[src/rtl/gf_inv_seq.sv]
// gf_inv_seq: GF(2^m) inversion by square-and-multiply, driving an external multiplier via start/done.
module gf_inv_seq #(
  parameter int NUM_BITS = 163,
  parameter int CNT_W    = 8
) (
  input  logic                clk,
  input  logic                n_rst,
  input  logic                start,
  input  logic [NUM_BITS:0]   A,
  output logic [NUM_BITS:0]   Result,
  output logic                busy,
  output logic                done,
  output logic                m_start,
  output logic [NUM_BITS:0]   m_A,
  output logic [NUM_BITS:0]   m_B,
  input  logic [NUM_BITS:0]   m_product,
  input  logic                m_done
);
  typedef enum logic [2:0] {
    S_IDLE, S_SQ_ISSUE, S_SQ_WAIT, S_MUL_ISSUE, S_MUL_WAIT, S_DONE
  } state_t;
  state_t state, nxt;
  logic [NUM_BITS:0] s, r, s_nxt, r_nxt;
  logic [CNT_W-1:0]  cnt, cnt_nxt;
  logic              last;
  assign last = cnt == CNT_W'(NUM_BITS - 1);
  always_comb begin
    nxt     = state;
    s_nxt   = s;
    r_nxt   = r;
    cnt_nxt = cnt;
    case (state)
      S_IDLE: if (start) begin
        nxt     = S_SQ_ISSUE;
        s_nxt   = A;
        r_nxt   = (NUM_BITS + 1)'(1);
        cnt_nxt = CNT_W'(1);
      end
      S_SQ_ISSUE:  nxt = S_SQ_WAIT;
      S_SQ_WAIT: if (m_done) begin
        s_nxt = m_product;
        nxt   = S_MUL_ISSUE;
      end
      S_MUL_ISSUE: nxt = S_MUL_WAIT;
      S_MUL_WAIT: if (m_done) begin
        r_nxt   = m_product;
        nxt     = last ? S_DONE : S_SQ_ISSUE;
        cnt_nxt = last ? cnt : cnt + CNT_W'(1);
      end
      S_DONE:  nxt = S_IDLE;
      default: nxt = S_IDLE;
    endcase
  end
  // outputs are registered from the next state so they align with the state they belong to
  always_ff @(posedge clk or negedge n_rst) begin
    if (!n_rst) begin
      state   <= S_IDLE;
      s       <= '0;
      r       <= '0;
      cnt     <= '0;
      Result  <= '0;
      done    <= 1'b0;
      busy    <= 1'b0;
      m_start <= 1'b0;
      m_A     <= '0;
      m_B     <= '0;
    end else begin
      state   <= nxt;
      s       <= s_nxt;
      r       <= r_nxt;
      cnt     <= cnt_nxt;
      done    <= nxt == S_DONE;
      busy    <= nxt != S_IDLE;
      m_start <= nxt == S_SQ_ISSUE || nxt == S_MUL_ISSUE;
      if (nxt == S_SQ_ISSUE) begin
        m_A <= s_nxt;
        m_B <= s_nxt;
      end else if (nxt == S_MUL_ISSUE) begin
        m_A <= r_nxt;
        m_B <= s_nxt;
      end
      if (nxt == S_DONE) Result <= r_nxt;
    end
  end
endmodule

[config.mk]
export PLATFORM = sky130hd
export DESIGN_NAME = gf_inv_seq
export DESIGN_NICKNAME = d
export VERILOG_FILES = /design/src/rtl/gf_inv_seq.sv
export SDC_FILE = /design/constraint.sdc
export NUM_CORES = 1
export LEC_CHECK = 0
export ABC_CLOCK_PERIOD_IN_PS = 5300
export CORE_MARGIN = 4
export CORE_UTILIZATION = 35
export CTS_CLUSTER_SIZE = 10
export DETAILED_ROUTE_END_ITERATION = 8
export DONT_BUFFER_PORTS = 1
export GPL_TIMING_DRIVEN = 0
export HOLD_SLACK_MARGIN = 0.1
export SETUP_SLACK_MARGIN = 0.02
export SYNTH_ARGS = -nofsm -noshare
export SYNTH_HDL_FRONTEND = slang
export SYNTH_SLANG_ARGS = --single-unit
[constraint.sdc]
create_clock -name clk -period 5.3 [get_ports clk]
set_clock_uncertainty 0.15 [all_clocks]
set_input_delay 0.795 -clock clk [delete_from_list [all_inputs] [get_ports clk]]
set_output_delay 0.795 -clock clk [all_outputs]
set_load 0.05 [all_outputs]
==> metrics.csv <==
stage,metric,value,unit
setup_path,cp_num_cells,0,
grt,largest_net_degree_at_the_start_of_global_routing,835,
die,initial_core_util,35.3,%
final_layout,post_layout_nonfiller_instances,4668,
yosys,synth.yosys.warnings,0,
timing,unrepaired_setup_endpoints_after_global_routing,no,
yosys,yosys.area_share.simple,11.4,%
yosys,async_set_or_reset_register_ratio_after_synthesis,100,%
detailed_routing,routed_wire_length_per_instance,28.3,um
clocking,cts.sink_count,834,
timing,worst_pin_slew,6470,ps
detailed_routing,routed_wl,132000,um
final_layout,area.growth.synth_to_final,12.9,%
timing,finalHoldWorstSlack,-304,ps
final_layout,multi_input_area,11300,sq um
clocking,cts-root-to-sink-buffers,3,
yosys,post_synth_instance_area,34100,sq um
final_layout,non_filler_cell_area_final,38500,sq um
setup_path,path_class,in2async,
place,dp.cells,4522,
detailed_routing,postRouteAntennaNets,0,
yosys,synth-seq-area-share,61.3,%
yosys,synth_cell_types,42,
power_and_ir_drop,static_leakage,18.3,nW
grt,grt_antenna_before_repair,18,
timing,report.final.hold_viol_count,118,
final_layout,fill_cells,9410,
setup_path,worstPathMaxFanout,834,
die,core,96600,sq um
setup_path,rr_worst_depth,9,
clocking,tritoncts.num_buffers,97,
power_and_ir_drop,design_power_total,31.1,mW
yosys,post_synth_mux_area_share,10.3,%
detailed_routing,vias_per_std_cell,5.27,
timing,finalSetupViolations,0,
detailed_routing,route.detailed.drc,0,
job,max_cap_viol_count,1,
setup_path,crit_path_dat,4030,ps
yosys,dominant_combinational_cell_family_by_area_after_synthesis,simple AND/OR/NAND/NOR gates,
clocking,root_buffer,clkbuf_16,
detailed_routing,drt_first_pass_iters,5,
clocking,tritoncts,built,
clocking,cts.htree.levels,3,
place,post_detailed_placement_half_perimeter_wirelength,97500,um
yosys,yosys.area_share.adder,0.0735,%
detailed_routing,drt_iter0_markers,2012,
hold_path,hold_class,in2async,
grt,grt_first_pass_wirelength,186000,um
yosys,parity_gate_share_of_the_synthesized_area_counting_xor_and_xnor_cells,0.180,%
outcome,violations,"hold timing, capacitance limit, slew limit",
setup_path,start_kind,primary input,
final_layout,ff_latch_area,20900,sq um
setup_path,worst-endpoint-required,4320,ps
power_and_ir_drop,power.ir.vdd_worst,0.407,mV
final_layout,post_route_cells_drive_above_1_share,10.9,%
yosys,synth-edff-count,0,
grt,gr-usage-all-layers,24.9,%
yosys,synth-seq-cells,834,
power_and_ir_drop,power-per-cell-area,808,nW/um^2
setup_path,crit_path_end_kind,async pin,
grt,globalRouteOverflowTotal,0,
die,die_area,102000,sq um
yosys,synth_ff_type,dfrtp_1,
grt,first_global_vias,24800,
clocking,hold_buffers,7,
die,dieHeight,320,um
yosys,mappedNetlistNets,3580,
yosys,average_footprint_of_a_synthesized_cell,10.5,sq um
clocking,clk_latency,670,ps
yosys,syn-instance-count,3246,
final_layout,final_net_count,3686,
die,floorplan.rows,114,
final_layout,post-route-util,39.8,%
yosys,synth_compound_area_share,11.2,%
timing,layout_worst_path_cycle_share,94.6,%
timing,slew_violations,719,
timing,timing.fmax,199,MHz
die,die_w,320,um
detailed_routing,route.vias.total,24600,
place,placed_cell_area,35700,sq um
outcome,status,"finished, violations left",
timing,slew_headroom,-332,%
timing,fin_tns_setup,0,ps
place,port-buffer-count,0,
clocking,cts.clk_slew.worst_paths,50,ps
timing,time_the_final_worst_path_needs_with_i_o_delays_and_setup,5010,ps
die,number_of_ports_placed_on_the_die_boundary,827,
place,replace_congestion,0.897,
kinds of logic (layout without fill, tap and decap cells):
kind of cell / count (synthesis) / in the layout
AO/OA/AOI/OAI: 669 / 669
XOR/XNOR: 7 / 7
adder cells (fa/ha/maj): 2 / 2
buffers and inverters: 393 / 528
flip-flops: 834 / 834
multiplexers: 329 / 329
other: 0 / 11
AND/OR/NAND/NOR: 1012 / 1012
placed cells by master, fill, tap and decap left out, types with 2 or more instances in the layout:
cell / synthesis / routed
a2111oi_0: 3 / 3
a211oi_1: 3 / 3
a22oi_1: 164 / 164
buf_1: 15 / 15
buf_2: 38 / 38
buf_4: 37 / 37
buf_6: 18 / 18
buf_8: 11 / 11
clkbuf_1: 103 / 119
clkbuf_16: 0 / 98
clkbuf_2: 0 / 2
clkinv_8: 0 / 3
clkinvlp_4: 0 / 3
dfrtp_1: 834 / 834
diode_2: 0 / 11
dlygate4sd3_1: 0 / 7
ha_1: 2 / 2
inv_1: 169 / 169
inv_16: 0 / 2
inv_2: 2 / 2
mux2_1: 21 / 21
mux2_2: 143 / 143
mux2i_1: 165 / 165
nand2_1: 985 / 985
nand3_1: 4 / 4
nand4_1: 3 / 3
nor2_1: 7 / 7
o21ai_0: 483 / 483
o21ai_1: 10 / 10
or3_1: 2 / 2
xnor2_1: 6 / 6
state kept, by name, summed over array words and instances, names as in the netlist:
signal   cells
Result     164
busy         1
cnt          8
done         1
m_A        164
m_B        164
m_start      1
r          164
s          164
state        3
Yosys cell counts (2+ instances only):
master,number,area [sq um]
a2111oi_0,3,26.3
a211oi_1,3,22.5
a22oi_1,164,1230
buf_1,15,56.3
buf_2,38,190
buf_4,37,278
buf_6,18,203
buf_8,11,165
clkbuf_1,103,387
dfrtp_1,834,20900
ha_1,2,25.0
inv_1,169,634
inv_2,2,7.51
mux2_1,21,236
mux2_2,143,1610
mux2i_1,165,1650
nand2_1,985,3700
nand3_1,4,20.0
nand4_1,3,18.8
nor2_1,7,26.3
o21ai_0,483,2420
o21ai_1,10,50.1
or3_1,2,12.5
xnor2_1,6,52.6
path summary, 6_finish.rpt:
| kind | startpoint | to | slack [ps] |
|---|---|---|---|
| max | n_rst | m_A[157] | 290 |
| min | n_rst | m_B[138] | -300 |
| max reg2reg | state[0] | m_A[126] | 960 |
| min reg2reg | cnt[7] | cnt[7] | 410 |
| max in group clk | state[0] | m_A[126] | 960 |
| min in group clk | m_product[93] | r[93] | 170 |
through the flow:
| step | hold WS [ps] | worst slack (ps) |
|---|---|---|
| after floorplan | 325 | 2810 |
| after global placement | 373 | 769 |
| after detailed placement | 369 | 814 |
| after CTS | -364 | 1030 |
| after global routing | -374 | 921 |
| final | -304 | 287 |
repair_timing:
| action | CTS | global route |
|---|---|---|
| setup buffers | 0 | 0 |
| endpoints found under the hold margin | 841 | 834 |
| resized for setup | 0 | 0 |
report_power, final:
| part | switching, mW | internal [mW] |
|---|---|---|
| clock | 2.62 | 3.38 |
| combinational | 6.60 | 3.16 |
| sequential | 6.46 | 8.86 |
routing by layer:
metal	share of wire, %	wire, um	track usage [%]	vias up
li1	-	-	-	11000
met1	38	50400	29.3	12400
met2	48	63700	41.8	1002
met3	10	13800	10.3	207
met4	3.0	3980	7.65	6
met5	0.033	43	0	-
layout make-up:
| type | instances | share of cell area, % |
|---|---|---|
| clock buffer | 116 | 6.55 |
| inverter | 171 | 1.67 |
| clock inverter | 12 | 0.481 |
| timing repair buffer | 7 | 0.182 |
| antenna | 11 | 0.0716 |
| tap | 1276 | 4.15 |
| sequential | 834 | 54.3 |
| buffer | 222 | 3.33 |
| multi-input combinational | 2019 | 29.3 |
No activity file was read; power rests on OpenSTA's default activity.
